==> config.mk <==
export PLATFORM = sky130hd
export DESIGN_NAME = ram4_bank
export DESIGN_NICKNAME = d
export VERILOG_FILES = /design/src/rtl/ram4_bank.sv
export SDC_FILE = /design/constraint.sdc
export NUM_CORES = 1
export LEC_CHECK = 0
export CELL_PAD_IN_SITES_DETAIL_PLACEMENT = 0
export CELL_PAD_IN_SITES_GLOBAL_PLACEMENT = 2
export CORE_AREA = 2 2 117 119
export CTS_CLUSTER_DIAMETER = 100
export DETAILED_ROUTE_END_ITERATION = 10
export DIE_AREA = 0 0 119 121
export GPL_TIMING_DRIVEN = 0
export PLACE_DENSITY = 0.7
export REMOVE_ABC_BUFFERS = 1
export SLEW_MARGIN = 5
export SYNTH_ARGS = -nofsm -noshare
export SYNTH_HDL_FRONTEND = slang
export SYNTH_SLANG_ARGS = --single-unit
==> constraint.sdc <==
create_clock -name clk -period 2.03 [get_ports clk]
set_clock_uncertainty 0.2 [all_clocks]
set_input_delay 0.3045 -clock clk [delete_from_list [all_inputs] [get_ports clk]]
set_output_delay 0.3045 -clock clk [all_outputs]
set_load 0.02 [all_outputs]
==> src/rtl/ram4_bank.sv <==
// RAM4 storage stage: four WIDTH-bit words with a valid/ready write port,
// a four-cycle sequenced bulk clear and per-word written flags.
module ram4_bank #(
  parameter int               WIDTH     = 16,
  parameter logic [WIDTH-1:0] CLR_VALUE = '0
) (
  input  logic             clk,
  input  logic             rst_n,
  input  logic             wr_valid,
  input  logic [1:0]       wr_addr,
  input  logic [WIDTH-1:0] wr_data,
  output logic             wr_ready,
  input  logic             clr_req,
  output logic             clr_busy,
  input  logic [1:0]       rd_addr,
  output logic [WIDTH-1:0] rd_data,
  output logic [WIDTH-1:0] word_a,
  output logic [WIDTH-1:0] word_b,
  output logic [WIDTH-1:0] word_c,
  output logic [WIDTH-1:0] word_d,
  output logic [3:0]       written
);

  typedef enum logic [2:0] {
    IDLE,
    CLR0,
    CLR1,
    CLR2,
    CLR3
  } state_t;

  state_t           state;
  state_t           state_nxt;
  logic             clr_en;
  logic [1:0]       clr_idx;
  logic             wr_fire;
  logic [WIDTH-1:0] mem [4];
  logic [3:0]       flags;

  always_ff @(posedge clk or negedge rst_n) begin
    if (!rst_n) begin
      state <= IDLE;
    end else begin
      state <= state_nxt;
    end
  end

  // Clear walks word 0..3, one per cycle; writes only land in IDLE.
  always_comb begin
    state_nxt = state;
    clr_busy  = 1'b0;
    clr_en    = 1'b0;
    clr_idx   = 2'd0;
    wr_ready  = 1'b0;
    unique case (state)
      IDLE: begin
        wr_ready = !clr_req;
        if (clr_req) begin
          state_nxt = CLR0;
        end
      end
      CLR0: begin
        clr_busy  = 1'b1;
        clr_en    = 1'b1;
        clr_idx   = 2'd0;
        state_nxt = CLR1;
      end
      CLR1: begin
        clr_busy  = 1'b1;
        clr_en    = 1'b1;
        clr_idx   = 2'd1;
        state_nxt = CLR2;
      end
      CLR2: begin
        clr_busy  = 1'b1;
        clr_en    = 1'b1;
        clr_idx   = 2'd2;
        state_nxt = CLR3;
      end
      CLR3: begin
        clr_busy  = 1'b1;
        clr_en    = 1'b1;
        clr_idx   = 2'd3;
        state_nxt = IDLE;
      end
      default: begin
        state_nxt = IDLE;
      end
    endcase
  end

  assign wr_fire = wr_valid && wr_ready;

  always_ff @(posedge clk or negedge rst_n) begin
    if (!rst_n) begin
      for (int i = 0; i < 4; i++) begin
        mem[i] <= CLR_VALUE;
      end
      flags <= 4'b0000;
    end else begin
      if (clr_en) begin
        mem[clr_idx]   <= CLR_VALUE;
        flags[clr_idx] <= 1'b0;
      end
      if (wr_fire) begin
        mem[wr_addr]   <= wr_data;
        flags[wr_addr] <= 1'b1;
      end
    end
  end

  assign rd_data = mem[rd_addr];
  assign word_a  = mem[0];
  assign word_b  = mem[1];
  assign word_c  = mem[2];
  assign word_d  = mem[3];
  assign written = flags;

endmodule

==> out/qor.yml <==
outcome:
  outcome: "complete, no violations"
yosys:
  ys_seq_elements: 71
  yosysMostFrequentCell: "dfrtp_1"
  synth_largest_area_cell: "dfrtp_1"
  yosysSeqAreaShare: 0.530
  synth_edf_count: 0
  async_flop_share: 1.00
  synth_top_area_share: 0.530
  netlist_top_cells_area: "dfrtp_1, mux2i_1, mux4_2"
  avgSynthCellArea_um2: 12.2
  syn-cell-area_um2: 3350
  yosys_most_used_dff: "dfrtp_1"
  ys_warn_count: 0
  synthCells: 274
  synth_cell_types: 22
  synthTopCellsByCount: "dfrtp_1, nand2_1, mux2i_1, inv_1, mux4_2"
floorplan:
  die_w_um: 119
  coreArea_um2: 13100
  dieArea_um2: 14400
  pin_count: 110
  core.rowCount: 42
  dieHeight_um: 121
  initial_utilization: 0.256
job:
  drv_cap: 0
finish:
  syn_to_final_growth_pct: 50.5
  num_antenna_cells: 0
  stdcell_area_um2: 5040
  final_net_count: 419
  layout-drive-gt1-share: 0.195
clocking:
  cts-buffers-inserted: 9
  tritoncts: "built"
  cts_root_buf: "clkbuf_16"
  clock-sinks: 71
  htree_levels: 3
  clk_path_buf_depth: 2
  worstSkewPairLatency_ps: 330
  clk_pin_slew_ps: 50
setup_path:
  arrival_ps: 2040
  crit_required_ps: 2080
  cp_max_fo: 8
  r2r_slack_ps: 40
  critPathMaxStageDelay_ps: 530
  crit_chain: "or4_4, inv_4, and4b_4, buf_12, mux2i_2"
  crit_type: "reg -> reg"
  crit_family: "simple AND/OR/NAND/NOR gates"
  worst_path_max_delay_cell: "or4_4"
  crit_buf_inv: 2
  crit_path_end_kind: "flip-flop"
  critPathLaunchType: "flip-flop"
hold_path:
  hold_class: "in -> reg"
placement:
  globalplace.congestion: 0.717
  post-place-ws_ps: -1130
  placed_cell_area_um2: 4590
  detailed_place_hpwl_um: 6370
  io_buffers: 109
power_and_ir_drop:
  leakagePower_uw: 0.00229
  powerDensity_nw_per_um2: 1440
  vdd_drop_max_uv: 708
timing:
  final.min_clock_period_ps: 1990
  period_share: 0.982
  hold_violations: 0
  finalWorstSetupSlack_ps: 36.7
  rsz0062_at_grt: "true"
  final-setup-viol-count: 0
  fmax_ghz: 0.502
  slew_headroom: 0.629
  slew_violations: 0
  worst_slew_pin_slew_ps: 556
global_route:
  busiest_layer: "met2"
  grt_util_all_layers: 0.146
  grt_remaining_overflow: 0
  grtUsageMet3: 0.0315
  grt_max_degree: 45
  grt_antenna_before_repair: 0
  grt_pass1_vias: 2648
  grt_pass1_wl_um: 15800
  met1_usage: 0.208
  met2_usage: 0.213
drt:
  num_vias: 2532
  via_per_inst: 4.40
  drc: 0
  firstDrtPassIters: 4
  finalWirelength_um: 9820
  first_iter_violations: 93
  wire_per_inst_um: 17.1
  ant_nets: 0
-- cell usage in the layout (no fill, tap or decap), types with 5 or more instances in the layout --
master           Yosys  routed
mux4_2              16      16
buf_4                3      12
clkbuf_2             0       9
dfrtp_1             71      70
buf_12               1       6
mux2i_1             64      63
clkdlybuf4s50_1      0      87
nand2_1             68      68
buf_2                2       5
clkbuf_16            0       9
inv_1               17      17
-- worst reg2reg max path, cell delays in order (launching register included) --
cell and delay [ps]:
dfrtp_2 420, or4_4 530, inv_4 90, and4b_4 290, buf_12 160, mux2i_2 230
-- what timing repair did --
item / in CTS / in global routing
gates resized for setup: 62 / 16
endpoints found under the hold margin: 27 / 0
hold buffers: 1 / 0
setup endpoints to repair: 86 / 47
pin swaps: 3 / 0
setup buffers: 9 / 7
-- power by group --
part	internal, µW	switching, µW	leakage (µW)
clock	922	565	0.000136
sequential	1940	434	0.000956
combinational	1600	1770	0.00119
-- through the flow --
stage	power [µW]	cells	setup TNS, ps	hold slack (ps)	util
detailed placement	5780	543	-67550	64.2	0.351
finish	7240	575	0	206	0.385
CTS	7330	568	-9.93	180	0.385
floorplan	4000	255	-33680	-191	-
global route	7660	575	-49.6	219	0.385
global placement	5740	540	-264500	261	0.347
-- logic make-up after synthesis --
group | share of synthesized area
AO/OA/AOI/OAI | 0.00672
multiplexers | 0.299
AND/OR/NAND/NOR | 0.104
flip-flops | 0.530
buffers and inverters | 0.0571
XOR/XNOR | 0.00262
-- worst paths after layout --
| check | start | endpoint | depth (start not counted) |
|---|---|---|---|
| worst max-delay path | state[2] | word_b[4] | 5 |
| worst max register to register | state[2] | word_b[4] | 5 |
| worst min-delay path | clr_req | state[0] | 3 |
| worst min register to register | written[0] | written[0] | 2 |
| min in group asynchronous | rst_n | written[0] | 2 |
| max in group asynchronous | rst_n | word_d[10] | 3 |
-- per-layer routing --
metal	vias up	part of all wire
met2	83	0.45
met3	14	0.046
met4	0	0.019
li1	1170	-
met1	1265	0.49
met5	-	0
-- flip-flops by register name (all words and copies together), names as in the netlist --
name,cells
state,3
word_c,16
word_b,16
word_a,16
written,4
word_d,16
-- layout make-up --
| type | instances | area (µm²) |
|---|---|---|
| clock buffer | 15 | 278 |
| timing repair buffer | 129 | 1280 |
| tap | 176 | 220 |
| fill | 1267 | 8050 |
| sequential | 71 | 1780 |
| multi-input combinational | 166 | 1420 |
| inverter | 18 | 70.1 |
No activity file was read; power rests on OpenSTA's default activity.
